### src/rtl/serial_sub_ctrl.sv
// ---------------------------------------------------------------------------
// serial_sub_ctrl
//
// Bit-serial unsigned subtractor. A single full-subtractor cell is stepped
// across the operands LSB first, one bit per clock, with the borrow carried
// between bits in a flop. The result is Diff = A - B - Bin (mod 2^WIDTH) and
// Bout = 1 iff A < B + Bin.
//
// Ports
//   clk    in   1      clock, rising edge
//   rst_n  in   1      asynchronous active-low reset
//   start  in   1      request, sampled only while idle
//   A      in   WIDTH  minuend, captured on the accepting edge
//   B      in   WIDTH  subtrahend, captured on the accepting edge
//   Bin    in   1      initial borrow-in, captured on the accepting edge
//   busy   out  1      high while bits are being processed
//   done   out  1      one-cycle pulse when a new result is on Diff/Bout
//   Diff   out  WIDTH  registered result, held until the next completion
//   Bout   out  1      registered final borrow
//
// Timing: accept at edge t0, busy for WIDTH cycles, Diff/Bout updated at edge
// t0+WIDTH, done high for the following cycle, next accept at t0+WIDTH+2.
// ---------------------------------------------------------------------------

// One-bit full subtractor: Diff = A ^ B ^ C, Borr when A - B - C < 0.
module full_sub (
    input  logic A,
    input  logic B,
    input  logic C,
    output logic Diff,
    output logic Borr
);

    always_comb begin
        Diff = A ^ B ^ C;
        Borr = (~A & (B | C)) | (B & C);
    end

endmodule

module serial_sub_ctrl #(
    parameter int unsigned WIDTH = 8
) (
    input  logic             clk,
    input  logic             rst_n,
    input  logic             start,
    input  logic [WIDTH-1:0] A,
    input  logic [WIDTH-1:0] B,
    input  logic             Bin,
    output logic             busy,
    output logic             done,
    output logic [WIDTH-1:0] Diff,
    output logic             Bout
);

    // Counter must be able to represent WIDTH-1; clog2(WIDTH+1) also keeps
    // WIDTH = 1 at a legal one-bit width.
    localparam int unsigned CW = (WIDTH < 2) ? 1 : $clog2(WIDTH + 1);

    typedef enum logic [1:0] {
        IDLE = 2'd0,
        RUN  = 2'd1,
        DONE = 2'd2
    } state_t;

    state_t           state;
    logic [WIDTH-1:0] a_sh;
    logic [WIDTH-1:0] b_sh;
    logic             borrow;
    logic [CW-1:0]    cnt;
    logic [WIDTH-1:0] partial;

    logic             cell_diff;
    logic             cell_borr;
    logic             last_bit;
    logic [WIDTH:0]   partial_ext;
    logic [WIDTH-1:0] partial_next;

    full_sub u_cell (
        .A    (a_sh[0]),
        .B    (b_sh[0]),
        .C    (borrow),
        .Diff (cell_diff),
        .Borr (cell_borr)
    );

    always_comb begin
        last_bit     = (cnt == CW'(WIDTH - 1));
        // New bit enters at the MSB while the partial result moves right;
        // widening by one bit keeps the slice legal for WIDTH = 1.
        partial_ext  = {cell_diff, partial};
        partial_next = partial_ext[WIDTH:1];
    end

    always_ff @(posedge clk or negedge rst_n) begin
        if (!rst_n) begin
            state   <= IDLE;
            a_sh    <= '0;
            b_sh    <= '0;
            borrow  <= 1'b0;
            cnt     <= '0;
            partial <= '0;
            busy    <= 1'b0;
            done    <= 1'b0;
            Diff    <= '0;
            Bout    <= 1'b0;
        end else begin
            case (state)
                IDLE: begin
                    done <= 1'b0;
                    if (start) begin
                        a_sh    <= A;
                        b_sh    <= B;
                        borrow  <= Bin;
                        cnt     <= '0;
                        partial <= '0;
                        busy    <= 1'b1;
                        state   <= RUN;
                    end
                end

                RUN: begin
                    a_sh    <= a_sh >> 1;
                    b_sh    <= b_sh >> 1;
                    borrow  <= cell_borr;
                    cnt     <= cnt + 1'b1;
                    partial <= partial_next;
                    if (last_bit) begin
                        Diff  <= partial_next;
                        Bout  <= cell_borr;
                        busy  <= 1'b0;
                        done  <= 1'b1;
                        state <= DONE;
                    end
                end

                DONE: begin
                    // start is deliberately ignored here, not queued.
                    done  <= 1'b0;
                    state <= IDLE;
                end

                default: begin
                    busy  <= 1'b0;
                    done  <= 1'b0;
                    state <= IDLE;
                end
            endcase
        end
    end

endmodule

### config.mk
export PLATFORM = sky130hd
export DESIGN_NAME = serial_sub_ctrl
export DESIGN_NICKNAME = d
export VERILOG_FILES = /design/src/rtl/serial_sub_ctrl.sv
export SDC_FILE = /design/constraint.sdc
export NUM_CORES = 1
export LEC_CHECK = 0
export ABC_AREA = 1
export BUFFER_PORTS_ARGS = -buffer_cell sky130_fd_sc_hd__buf_2
export CAP_MARGIN = 20
export CORE_UTILIZATION = 55
export CTS_CLUSTER_DIAMETER = 100
export DETAILED_ROUTE_END_ITERATION = 6
export GPL_TIMING_DRIVEN = 0
export PLACE_DENSITY = 0.78
export SETUP_SLACK_MARGIN = 0.5
export SYNTH_ARGS = -nofsm -noshare
export SYNTH_HDL_FRONTEND = slang
export SYNTH_SLANG_ARGS = --single-unit
### constraint.sdc
create_clock -name clk -period 3.84 [get_ports clk]
set_input_delay 0.384 -clock clk [delete_from_list [all_inputs] [get_ports clk]]
set_output_delay 0.384 -clock clk [all_outputs]
set_load 0.05 [all_outputs]
=== Yosys cells after proc, flatten, opt, wreduce, memory -nomap -nowiden ===
Index checks and enable logic that the tools add are counted.

* Memories: 0
* RAM bits: 0
* Logic and storage cells: 48
* Bits of input ports: 20
* Output and inout bits: 11
* Register bits after elaboration: 42
* Memory bits (read-only): 0
* Latch bits: 0

* Multipliers: 0
* Add/subtract/negate cells: 1
* Div/mod/pow operators: 0
* Muxes and demuxes: 18
* Reductions and logical operators: 6
* Equality and inequality tests: 5
* Shift-type cells: 0
* Magnitude comparators: 0
* Bitwise operators: 8

{| class="wikitable"
|+ Operators by type and width
! cell !! count
|-
| case mux 8 bit (2 select lines) || 3
|-
| two-way mux 8 bit || 3
|-
| case mux 4 bit (2 select lines) || 1
|-
| AND reduction 2 bit || 3
|-
| two-way mux 1 bit || 5
|-
| adder 4 x 1 -> 4 bit, second input constant || 1
|-
| == test 4 x 3 -> 1 bit, second input constant || 1
|-
| two-way mux 2 bit || 2
|-
| two-way mux 4 bit || 1
|-
| inequality test 2 bit, second input constant || 2
|-
| case mux 2 bit (2 select lines) || 1
|-
| case mux 1 bit (3 select lines) || 1
|-
| AND reduction 3 bit || 1
|-
| AND 1 bit || 2
|-
| == test 2 x 1 -> 1 bit, second input constant || 1
|-
| == test 2 bit, second input constant || 1
|-
| logical NOT 2 bit || 1
|-
| inverter 1 bit || 2
|-
| bitwise OR 1 bit || 2
|-
| case mux 1 bit (2 select lines) || 1
|-
| nonzero test 2 bit || 1
|-
| XOR 1 bit || 2
|}

=== Logic depth before layout (Yosys ltp) ===
* Depth in word-level cells: 4
* Depth in mapped cells: 7
* Mapped depth without buffers: 6

=== By module ===
From an unflattened synthesis, not the netlist that was laid out.

* Cells, all modules: 206
* Area, all modules: 1830.5 um^2

{| class="wikitable"
|+ By module, submodules not included
! module !! times used !! cells an instance !! area an instance (um^2)
|-
| serial_sub_ctrl || 1 || 203 || 1803.0
|-
| full_sub || 1 || 3 || 27.5
|}

=== Worst setup path after synthesis ===
OpenSTA, ideal clock, no wires.

* Path type: register to register
* From: register cnt[0]
* To: register Bout
* Stages on the path, launching flop included: 7
* Path slack: 2635 ps
* Period minus slack after synthesis: 1205 ps
* Arrival time: 1085 ps
* Path buffers: 1
* Cells stage by stage: dfrtp_1 -> ha_1 -> nand2_1 -> nor2_4 -> nand2_4 -> buf_6 -> o21ai_2

* Cells in the longest elaborated chain, start to end: 2

{| class="wikitable"
|+ Ends and longest elaborated chain
! item !! line !! text
|-
| start, declared || 70 || <nowiki>logic [CW-1:0] cnt;</nowiki>
|-
| start signal, assigned || 126 || <nowiki>cnt <= cnt + 1'b1;</nowiki>
|-
| == test 4 x 3 -> 1 bit || 88 || <nowiki>last_bit = (cnt == CW'(WIDTH - 1));</nowiki>
|-
| AND reduction 2 bit (no line) || n/a ||
|-
| end signal, assigned || 130 || <nowiki>Bout <= cell_borr;</nowiki>
|-
| end, declared || 53 || <nowiki>output logic Bout</nowiki>
|}

No other way between the ends.
A chain may end at the register's enable or synchronous reset.

=== Final worst setup path ===
* From: register busy
* To: output busy

{| class="wikitable"
|+ RTL lines
! item !! line !! text
|-
| start, declared || 50 || <nowiki>output logic busy,</nowiki>
|-
| start signal, assigned || 103 || <nowiki>busy <= 1'b0;</nowiki>
|-
| start signal, assigned || 117 || <nowiki>busy <= 1'b1;</nowiki>
|-
| start signal, assigned || 131 || <nowiki>busy <= 1'b0;</nowiki>
|}

No word-level cell between the ends.

==> results.sh <==
export IMPL_status="finished clean"
export IMPL_io_pins=31
export IMPL_p_leak_nw=1.14
export IMPL_cpMaxStageDelayCell="dfrtp_1"
export IMPL_die_w_um=60.5
export IMPL_r2r_end="Diff[2]"
export IMPL_r2r_start="cnt[0]"
export IMPL_grt_antenna_before_repair=0
export IMPL_placement_io_buffers=30
export IMPL_syn_avg_cell_area_um2=9.36
export IMPL_post_dp_hpwl_um=2270
export IMPL_cts_setup_buffers=0
export IMPL_rr_worst_depth=6
export IMPL_ctsLongestPathBuffers=2
export IMPL_final_util=0.679
export IMPL_htree_levels=2
export IMPL_fin_skew_ns=0.00302
export IMPL_grt_pass1_vias=1280
export IMPL_final_cells=282
export IMPL_design_die_area_um2=3660
export IMPL_dpl_cell_count=275
export IMPL_synth_warnings=0
export IMPL_synth_area_leader_cell="dfrtp_1"
export IMPL_required_ns=3.46
export IMPL_tns_ns=0
export IMPL_cts_resized=0
export IMPL_num_rows=20
export IMPL_core_um2=3150
export IMPL_drc=0
export IMPL_rsz0062_at_grt="false"
export IMPL_grt_ovfl_total=0
export IMPL_initial_core_util=0.596
export IMPL_ant_nets=0
export IMPL_place_congestion=0.777
export IMPL_worst_slew_margin_rel=0.408
export IMPL_antenna_cells=0
export IMPL_critical_path_top_delay_family="flip-flops"
export IMPL_fin_crit_ns=1.36
export IMPL_root_buffer="clkbuf_4"
export IMPL_first_pass_iters=4
export IMPL_cp_start_kind="flop"
export IMPL_yosysSeqAreaShare=0.546
export IMPL_path_max_fanout=2
export IMPL_critical_path_arrival_ns=0.97
export IMPL_cp_buffers_inverters=1
export IMPL_layout_drive_gt1_share=0.298
export IMPL_cts_buffers=5
export IMPL_crit_type="flop to output pin"
export IMPL_dr_first_iter_drc_count=39
export IMPL_period_share=0.353
export IMPL_grt_pass1_wl_um=5490
export IMPL_cts_num_sinks=41
export IMPL_synth_seq_cells=41
export IMPL_finalMaxSlewViolations=0
export IMPL_path_cells="buf_2"
export IMPL_synth_distinct_cells=20
export IMPL_wire_per_inst_um=11.5
export IMPL_grt_use_total=0.206
export IMPL_synth_net_count=223
export IMPL_synth_top_area_frac=0.546
export IMPL_totalWireLength_um=3240
export IMPL_vias=1358
export IMPL_drv_cap=0
export IMPL_cts_hold_fix_buffers=0
export IMPL_finalSetupViolations=0
export IMPL_fmax_mhz=738
export IMPL_tritoncts="yes"
export IMPL_p_per_area_nw_per_um2=855
export IMPL_slowest_delay_ns=0.38
export IMPL_syn_cell_area_um2=1880
export IMPL_hold_violations=0
export IMPL_worst_slew_pin_slew_ns=0.888
export IMPL_hold_class="primary input to async pin"
export IMPL_nets=260
export IMPL_r2r_slack_ns=2.50
export IMPL_clock_latency_ns=0.33
export IMPL_grt_max_degree=42
export IMPL_via_per_inst=4.82
export IMPL_syn_to_final_growth_pct=13.8
export IMPL_clk_pin_slew_ns=0.11
export IMPL_critPathCaptureType="output pin"
export IMPL_synthCells=201
export IMPL_die_h_um=60.5
export IMPL_ir_drop_mv=0.381
export IMPL_synth_area_top_cells="dfrtp_1, nand2_1, o21ai_2"
==> cell usage after synthesis <==
cell,count
buf_4,2
o21ai_0,11
o21ai_2,12
dfrtp_1,41
a21oi_2,1
nor2_2,6
nand2_1,51
inv_2,2
nor2_8,1
ha_1,1
buf_6,5
fa_1,1
nand2_4,4
o21ai_1,2
nand3_2,1
nand3_1,8
inv_1,23
o22ai_1,7
nor2_1,21
nor2_4,1
==> registers in the layout (all words and copies together) (netlist names) <==
name,cells
busy,1
borrow,1
done,1
a_sh,8
Bout,1
b_sh,8
Diff,8
cnt,4
partial,7
state,2
==> worst max-delay path by stage <==
stage | start | to | slack (ns) | depth (start not counted)
after floorplan | cnt[0] | Bout | 2.64 | 6
after global placement | cnt[0] | Diff[6] | 2.52 | 6
after detailed placement | cnt[0] | Diff[6] | 2.51 | 6
after CTS | busy | busy | 2.48 | 1
after global routing | cnt[0] | Diff[6] | 2.41 | 6
final | busy | busy | 2.48 | 1
==> where the power goes <==
group / switching, W / internal (W) / total, W
logic: 0.000587 / 0.000296 / 0.000883
registers: 0.000113 / 0.000623 / 0.000735
clock network: 0.000126 / 0.0000866 / 0.000212
==> cell families (layout without fill, tap and decap cells) <==
| family | after synthesis | count (layout) | share of synthesized area |
|---|---|---|---|
| AND/OR/NAND/NOR | 93 | 93 | 0.231 |
| flip-flops | 41 | 41 | 0.546 |
| AO/OA/AOI/OAI | 33 | 33 | 0.118 |
| buffers and inverters | 32 | 69 | 0.0878 |
| adder cells (fa/ha/maj) | 2 | 2 | 0.0173 |
==> cell type report <==
class                   count  area (um2)
plain buffers               7        71.3
clock buffers               7        55.1
fillers                   283        1010
inverters                  25        93.8
multi-input cells         128         689
flip-flops and latches     41        1030
well taps                  44        55.1
repair buffers             30         150
==> layout by cell type, fill, tap and decap left out, types with 2 or more instances in the layout <==
| cell | Yosys | routed |
|---|---|---|
| buf_2 | 0 | 30 |
| buf_4 | 2 | 2 |
| buf_6 | 5 | 5 |
| clkbuf_4 | 0 | 5 |
| dfrtp_1 | 41 | 41 |
| inv_1 | 23 | 23 |
| inv_2 | 2 | 2 |
| nand2_1 | 51 | 51 |
| nand2_4 | 4 | 4 |
| nand3_1 | 8 | 8 |
| nor2_1 | 21 | 21 |
| nor2_2 | 6 | 6 |
| o21ai_0 | 11 | 11 |
| o21ai_1 | 2 | 2 |
| o21ai_2 | 12 | 12 |
| o22ai_1 | 7 | 7 |
==> through the flow <==
stage	total power, W	instance area (um2)	hold WS [ns]	setup WS, ns
6_report	0.00183	2140	0.164	2.48
3_3_place_gp	0.00161	2090	0.460	2.52
2_1_floorplan	0.00144	1880	0.0884	2.64
4_1_cts	0.00185	2140	0.189	2.48
5_1_grt	0.00199	2140	0.215	2.41
3_5_place_dp	0.00164	2090	0.464	2.51
==> metal layers <==
metal / routed length (um) / GRT usage / vias to the layer above
met2: 1520 / 0.350 / 27
met1: 1560 / 0.259 / 623
met4: 44 / 0.0877 / 0
met3: 113 / 0.0384 / 7
met5: 0 / 0 / -
li1: - / - / 701
Power figures use the tool's default switching activity.
